===== config.mk =====
export PLATFORM = sky130hd
export DESIGN_NAME = countdown_sequencer
export DESIGN_NICKNAME = d
export VERILOG_FILES = /design/src/rtl/countdown_sequencer_pkg.sv /design/src/rtl/sync_down_counter.sv /design/src/rtl/countdown_sequencer.sv
export SDC_FILE = /design/constraint.sdc
export NUM_CORES = 1
export LEC_CHECK = 0
export ABC_AREA = 0
export BUFFER_PORTS_ARGS = -buffer_cell sky130_fd_sc_hd__buf_4
export CAP_MARGIN = 10
export CORE_MARGIN = 2
export CORE_UTILIZATION = 45
export DETAILED_ROUTE_END_ITERATION = 10
export PLACE_DENSITY = 0.73
export SETUP_SLACK_MARGIN = 0.3
export SKIP_LAST_GASP = 1
export SLEW_MARGIN = 20
export SYNTH_ARGS = -nofsm -noshare
export SYNTH_HDL_FRONTEND = slang
export SYNTH_HIERARCHICAL = 1
export SYNTH_SLANG_ARGS = --single-unit

===== constraint.sdc =====
create_clock -name clock -period 2.15 [get_ports clock]
set_clock_uncertainty 0.15 [all_clocks]
set_input_delay 0.215 -clock clock [delete_from_list [all_inputs] [get_ports clock]]
set_output_delay 0.215 -clock clock [all_outputs]
set_load 0.02 [all_outputs]

===== src/rtl/countdown_sequencer_pkg.sv =====
// Shared definitions for the countdown sequencer slice.
// Holds the FSM state encodings, the default width and default-load constants,
// and COUNTDOWN_CHECK_PARAMS, an elaboration check that DEFAULT_LOAD fits in WIDTH bits.
// Optional feature macro used by the slice: COUNTDOWN_AUTO_RELOAD_EN (see countdown_sequencer.sv).
`ifndef COUNTDOWN_SEQUENCER_PKG_SV
`define COUNTDOWN_SEQUENCER_PKG_SV

// Expands to a generate block that stops elaboration when the default load
// cannot be represented in the counter width.
`define COUNTDOWN_CHECK_PARAMS(w_, d_) \
  if ((d_) >= (64'd1 << (w_))) begin : g_bad_default_load \
    $error("DEFAULT_LOAD must be below 2**WIDTH"); \
  end

package countdown_sequencer_pkg;

  localparam int unsigned CNT_WIDTH_DEFAULT = 6;
  localparam int unsigned DEFAULT_LOAD      = 32;

  localparam logic [1:0] STATE_IDLE = 2'b00;
  localparam logic [1:0] STATE_RUN  = 2'b01;
  localparam logic [1:0] STATE_DONE = 2'b10;

endpackage

`endif


===== src/rtl/sync_down_counter.sv =====
// Loadable synchronous down-counter with a ripple-borrow decrement chain.
// Ports:
//   clock    - rising-edge clock
//   clr      - asynchronous active-high clear (count -> 0)
//   load     - synchronous load; has priority over enable
//   load_val - value captured on load
//   enable   - decrement qualifier
//   count    - registered count
module sync_down_counter #(
  parameter int unsigned WIDTH = 6
) (
  input  logic             clock,
  input  logic             clr,
  input  logic             load,
  input  logic [WIDTH-1:0] load_val,
  input  logic             enable,
  output logic [WIDTH-1:0] count
);

  logic [WIDTH-1:0] count_q;
  logic [WIDTH-1:0] count_d;
  logic [WIDTH-1:0] borrow;

  // Bit i toggles when every lower bit is zero: the borrow ripples up through
  // the trailing zeros. Each term is formed directly from the lower bits so the
  // chain has no combinational self-reference.
  assign borrow[0] = enable;
  for (genvar i = 1; i < WIDTH; i++) begin : g_borrow
    assign borrow[i] = enable & ~(|count_q[i-1:0]);
  end

  assign count_d = load ? load_val : (count_q ^ borrow);

  always_ff @(posedge clock or posedge clr) begin
    if (clr) begin
      count_q <= '0;
    end else if (load || enable) begin
      count_q <= count_d;
    end
  end

  assign count = count_q;

endmodule


===== src/rtl/countdown_sequencer.sv =====
// Countdown sequencer: loads an iteration count on start, counts down on enabled
// cycles and emits a one-cycle done pulse when the count is exhausted.
// Ports:
//   clock, clr           - clock and asynchronous active-high reset
//   start, load_val      - begin a countdown with load_val (accepted in IDLE and DONE)
//   use_default          - substitute DEFAULT_LOAD when load_val == 0
//   enable, abort        - advance qualifier; cancel (highest synchronous priority)
//   count, busy, done    - registered remaining count, RUN flag, DONE pulse
//   last                 - combinational: final enabled RUN cycle
// Optional feature: define COUNTDOWN_AUTO_RELOAD_EN to restart from the last
// accepted load whenever DONE is left without start or abort.
module countdown_sequencer #(
  parameter int unsigned WIDTH        = countdown_sequencer_pkg::CNT_WIDTH_DEFAULT,
  parameter int unsigned DEFAULT_LOAD = countdown_sequencer_pkg::DEFAULT_LOAD
) (
  input  logic             clock,
  input  logic             clr,
  input  logic             start,
  input  logic [WIDTH-1:0] load_val,
  input  logic             use_default,
  input  logic             enable,
  input  logic             abort,
  output logic [WIDTH-1:0] count,
  output logic             busy,
  output logic             done,
  output logic             last
);
  import countdown_sequencer_pkg::*;

  `COUNTDOWN_CHECK_PARAMS(WIDTH, DEFAULT_LOAD)

  localparam logic [WIDTH-1:0] DefaultLoadW = WIDTH'(DEFAULT_LOAD);
  localparam logic [WIDTH-1:0] CountOne     = WIDTH'(1);

  logic [1:0]       state_q;
  logic [1:0]       state_d;
  logic [WIDTH-1:0] eff_load;
  logic [WIDTH-1:0] cnt_load_val;
  logic             cnt_load;
  logic             cnt_dec;

  assign eff_load = ((load_val == '0) && use_default) ? DefaultLoadW : load_val;

`ifdef COUNTDOWN_AUTO_RELOAD_EN
  logic [WIDTH-1:0] reload_q;
  logic             accept;

  // Abort in IDLE is ignored, so start is accepted there regardless of abort.
  assign accept = start & ((state_q == STATE_IDLE) |
                           ((state_q == STATE_DONE) & ~abort));

  always_ff @(posedge clock or posedge clr) begin
    if (clr) begin
      reload_q <= '0;
    end else if (accept) begin
      reload_q <= eff_load;
    end
  end
`endif

  always_comb begin
    state_d      = state_q;
    cnt_load     = 1'b0;
    cnt_load_val = '0;
    cnt_dec      = 1'b0;
    case (state_q)
      STATE_IDLE: begin
        if (start) begin
          cnt_load     = 1'b1;
          cnt_load_val = eff_load;
          state_d      = (eff_load == '0) ? STATE_DONE : STATE_RUN;
        end
      end
      STATE_RUN: begin
        if (abort) begin
          cnt_load = 1'b1;
          state_d  = STATE_IDLE;
`ifdef COUNTDOWN_AUTO_RELOAD_EN
        end else if (count == '0) begin
          // Only reachable via a zero reload: one RUN cycle, then DONE again.
          state_d = STATE_DONE;
`endif
        end else if (enable) begin
          cnt_dec = 1'b1;
          if (count == CountOne) begin
            state_d = STATE_DONE;
          end
        end
      end
      STATE_DONE: begin
        if (abort) begin
          state_d = STATE_IDLE;
        end else if (start) begin
          cnt_load     = 1'b1;
          cnt_load_val = eff_load;
          state_d      = (eff_load == '0) ? STATE_DONE : STATE_RUN;
        end else begin
`ifdef COUNTDOWN_AUTO_RELOAD_EN
          cnt_load     = 1'b1;
          cnt_load_val = reload_q;
          state_d      = STATE_RUN;
`else
          state_d = STATE_IDLE;
`endif
        end
      end
      default: begin
        // Unreachable encoding: recover to IDLE with a cleared count.
        cnt_load = 1'b1;
        state_d  = STATE_IDLE;
      end
    endcase
  end

  always_ff @(posedge clock or posedge clr) begin
    if (clr) begin
      state_q <= STATE_IDLE;
    end else begin
      state_q <= state_d;
    end
  end

  sync_down_counter #(
    .WIDTH(WIDTH)
  ) u_counter (
    .clock    (clock),
    .clr      (clr),
    .load     (cnt_load),
    .load_val (cnt_load_val),
    .enable   (cnt_dec),
    .count    (count)
  );

  assign busy = (state_q == STATE_RUN);
  assign done = (state_q == STATE_DONE);
  assign last = busy & enable & (count == CountOne);

endmodule


# Yosys cells after proc, flatten, opt, wreduce, memory -nomap -nowiden

Cells that the tools add are included.

Register bits: 8
Output and inout port bits: 9

Equality and inequality tests: 6
Muxes and demuxes: 20
Bitwise operators: 13
Reduce and logical (&&, ||, !) cells: 10

Operators by type and width:

| operator                                              | number |
|---|---|
| two-way mux 6 bit                                     | 4 |
| two-way mux 2 bit                                     | 7 |
| logical NOT 6 bit                                     | 2 |
| one-hot mux 6 bit (2 select lines)                    | 1 |
| AND 1 bit                                             | 7 |
| equality test 6 x 1 -> 1 bit, second input constant   | 1 |
| two-way mux 1 bit                                     | 6 |
| one-hot mux 2 bit (3 select lines)                    | 1 |
| XOR 6 bit                                             | 1 |
| inverter 1 bit                                        | 5 |
| OR reduction 5 bit                                    | 1 |
| OR reduction 4 bit                                    | 1 |
| inequality test 3 x 2 -> 1 bit, second input constant | 1 |
| inequality test 3 bit, second input constant          | 1 |
| one-hot mux 1 bit (3 select lines)                    | 1 |
| AND reduction 3 bit                                   | 1 |
| OR reduction 3 bit                                    | 1 |
| equality test 2 x 1 -> 1 bit, second input constant   | 1 |
| equality test 2 bit, second input constant            | 1 |
| logical NOT 2 bit                                     | 1 |
| inequality test 2 bit, second input constant          | 1 |
| OR reduction 2 bit                                    | 1 |
| logical AND 1 bit                                     | 1 |
| logical OR 1 bit                                      | 1 |

# Depth between registers and ports, before layout

Depth after elaboration: 8
Gate-level depth with buffers: 7

# Hierarchy

The synthesis kept the hierarchy.

By module, submodules not included:

| module              | instances | cells each | area each (µm²) |
|---|---|---|---|
| sync_down_counter   | 1         | 36         | 351.6 |
| countdown_sequencer | 1         | 33         | 247.7 |

# Least setup slack after synthesis

No wires, ideal clock.

Path kind: flip-flop to flip-flop
Start point: reg state_q[1]
End point: reg u_counter.count_q[5] (netlist: u_counter/count[5])
Setup time: 124 ps
Arrival: 1,545 ps
Data required time: 1,876 ps
Slack: 331 ps
Stages on the path, launching flop included: 7
Path buffers: 0
Path through: dfrtp_1 nand2b_1 nor2_1 and2_1 nor4b_4 a21boi_2 o31a_1

Cells in the longest elaborated chain, start to end: 5
Elaborated cells on any way between the ends: 10
Those cells by class: eq/ne (2); mux (4); bitwise (2); reduce/logical (2)

Ends and longest elaborated chain:

| item                             | line                       | source |
|---|---|---|
| start, declared                  | countdown_sequencer.sv:35  | `logic [1:0] state_q;` |
| start signal, assigned           | countdown_sequencer.sv:119 | `state_q <= state_d;` |
| equality test 2 x 1 -> 1 bit (*) | countdown_sequencer.sv:66  | `case (state_q)` |
| two-way mux 1 bit (*)            | countdown_sequencer.sv:66  |  |
| net cnt_dec                      | countdown_sequencer.sv:40  | `logic cnt_dec;` |
| AND 1 bit                        | sync_down_counter.sv:29    | `assign borrow[i] = enable & ~(\|count_q[i-1:0]);` |
| XOR 6 bit                        | sync_down_counter.sv:32    | `assign count_d = load ? load_val : (count_q ^ borrow);` |
| two-way mux 6 bit                | sync_down_counter.sv:32    |  |
| end signal, assigned             | sync_down_counter.sv:38    | `count_q <= count_d;` |
| end, declared                    | sync_down_counter.sv:20    | `logic [WIDTH-1:0] count_q;` |

Mark *: on every way through the listed nets, which the timed path passes. The rest lies on a longest branch.
A chain may end at the register's enable or synchronous reset.

# Final worst setup path

Ends and elaborated chain as after synthesis.

==> flow_summary.json <==
{
  "grt_util_all_layers": 0.198,
  "finalHoldViolCount": 0,
  "async_flop_share": 1.00,
  "synth_area_leaders": "dfrtp_1 (33%), and2_1 (6.3%), nand2_1 (5.6%)",
  "htreeDepth": 1,
  "core_um2": 1270,
  "slew_viol_final": 0,
  "drv_cap": 0,
  "dpl_cell_area_um2": 772,
  "grt_pass1_wl_um": 2170,
  "synthTopCellsByCount": "nand2_1 (9), dfrtp_1 (8), and2_1 (6)",
  "ant_nets": 0,
  "p_per_area_nw_per_um2": 740,
  "pin_count": 21,
  "diodes": 0,
  "crit_path_start_kind": "flip-flop",
  "synth-edff-count": 0,
  "vias": 623,
  "dieArea_um2": 1640,
  "leakagePower_nw": 0.412,
  "switching_share": 0.385,
  "hold_path.class": "primary input to flip-flop",
  "synth.most_common_cell": "nand2_1",
  "fmax_mhz": 563,
  "avgSynthCellArea_um2": 8.69,
  "worstPathRequired_ns": 2.12,
  "syn_inst": 69,
  "fin_area_um2": 892,
  "min_period_over_period": 0.827,
  "ir_worst_vdd_v": 0.000504,
  "via_per_inst": 5.32,
  "grt_max_degree": 14,
  "p_comb_frac": 0.470,
  "cts_sinks": 8,
  "final_util": 0.703,
  "drc_errors": 0,
  "initial_core_util": 0.472,
  "grt_pass1_vias": 518,
  "fin_crit_ns": 1.78,
  "clock_tree.root_cell": "clkbuf_4",
  "cp.arrival_ns": 1.75,
  "internal-power_uw": 406,
  "cts_tree": "yes",
  "drt_iter0_markers": 22,
  "synth.distinct_cells": 30,
  "tightest_slew_ns": 0.340,
  "seqPwrFrac": 0.358,
  "synth_seq_cells": 8,
  "status": "complete, no violations",
  "place_congestion": 0.825,
  "timing.slew.headroom": 0.772,
  "insertion_delay_ns": 0.25,
  "clk_path_buf_depth": 2,
  "grt_overflow": 0,
  "setup_viol": 0,
  "numCtsBuffers": 3,
  "wl_um": 1450,
  "yosysTopAreaCellShare": 0.334,
  "drive_gt1_frac": 0.431,
  "synth_warnings": 6,
  "crit_path_max_fanout": 4,
  "row_count": 13,
  "antenna_found_initial": 0,
  "power.switching_uw": 254,
  "dieHeight_um": 40.5,
  "power.total_uw": 661,
  "die_w_um": 40.5,
  "yosysTopAreaCell": "dfrtp_1",
  "io_buffers": 20,
  "nNetsFinal": 117,
  "worstSetupEndpointType": "flip-flop",
  "rsz0062_at_grt": "yes",
  "synthesis.area_um2": 599,
  "setup.worst_path.class": "flip-flop to flip-flop",
  "synthFlopType": "dfrtp_1",
  "power.clock.fraction": 0.172,
  "area_growth_pct": 48.9,
  "tns_ns": 0,
  "wl_per_cell_um": 12.4,
  "syn_nets": 82,
  "synth-seq-area-share": 0.334,
  "path_clk_slew_ns": 0.06,
  "drt_first_pass_iters": 4
}
[per-stage QoR]
step                      instances  setup slack [ns]  hold slack, ns
after floorplan                  69             0.331          -0.194
after global placement          104             0.247         -0.0585
after detailed placement        104             0.141         -0.0566
after CTS                       111             0.306           0.142
after global routing            117             0.257           0.153
final                           117             0.373           0.146
[path summary, 6_finish.rpt]
| kind | depth (start not counted) | from | slack, ns | to |
|---|---|---|---|---|
| min in group asynchronous | 3 | clr | 0.24 | state_q[1]$_DFFE_PP0P_ |
| max in group asynchronous | 3 | clr | 1.33 | u_counter/count[3]$_DFFE_PP0P_ |
| worst max-delay path | 6 | state_q[1]$_DFFE_PP0P_ | 0.37 | u_counter/count[5]$_DFFE_PP0P_ |
| worst min-delay path | 4 | load_val[1] | 0.15 | u_counter/count[1]$_DFFE_PP0P_ |
| worst min register to register | 2 | u_counter/count[3]$_DFFE_PP0P_ | 0.43 | u_counter/count[4]$_DFFE_PP0P_ |
| worst max register to register | 6 | state_q[1]$_DFFE_PP0P_ | 0.37 | u_counter/count[5]$_DFFE_PP0P_ |
[layer usage]
metal	vias up	global-route usage	part of all wire	routed length, um
met1	284	0.262	0.44	644
met5	-	0	0	0
met4	0	0.0250	0.0048	7
li1	305	-	-	-
met3	2	0.0500	0.082	119
met2	32	0.325	0.47	681
[cell usage in the layout (no fill, tap or decap), types with 2 or more instances in the layout]
cell,Yosys,routed
dfrtp_2,0,2
nor3b_1,3,3
and2_1,6,5
buf_4,0,30
inv_1,4,4
nand2b_1,3,2
nor2b_1,3,3
nand3_1,2,2
nand2_1,9,9
nor4_2,2,2
o21ai_0,4,4
dfrtp_1,8,6
nor2_1,5,4
clkbuf_4,0,3
xnor2_1,2,2
[logic make-up after synthesis]
kind of cell             share of synthesized area
adder cells (fa/ha/maj)                     0.0209
multiplexers                                0.0167
AO/OA/AOI/OAI                                0.134
AND/OR/NAND/NOR                              0.420
buffers and inverters                       0.0313
flip-flops                                   0.334
XOR/XNOR                                    0.0438
[worst max-delay path, stage by stage (launching register included)]
cell and delay [ns]:
dfrtp_1 0.38, nand2b_4 0.16, nor2_4 0.12, and2_4 0.17, nor4b_4 0.28, a21boi_2 0.10, o31a_1 0.30
[cell type report]
type / count / area, um2
inverter: 4 / 15.0
clock buffer: 3 / 22.5
timing repair buffer: 31 / 235
multi-input combinational: 56 / 398
tap: 15 / 18.8
sequential: 8 / 203
fill: 97 / 377
[flip-flops by register name, summed over array words and instances (netlist names)]
register / flops
u_counter/count: 6
state_q: 2
[what timing repair did]
action	CTS	global route
pin swaps	1	3
setup endpoints to repair	4	4
hold buffers	1	0
endpoints found under the hold margin	8	0
setup buffers	3	6
gates resized for setup	3	4
[power groups by stage]
stage	logic, mW	clock network (mW)	registers [mW]
global route	0.338	0.128	0.244
detailed placement	0.267	0	0.238
CTS	0.280	0.115	0.236
global placement	0.263	0	0.237
finish	0.310	0.114	0.237
floorplan	0.134	0	0.263
Note: power is estimated with default switching activity, not from simulation.
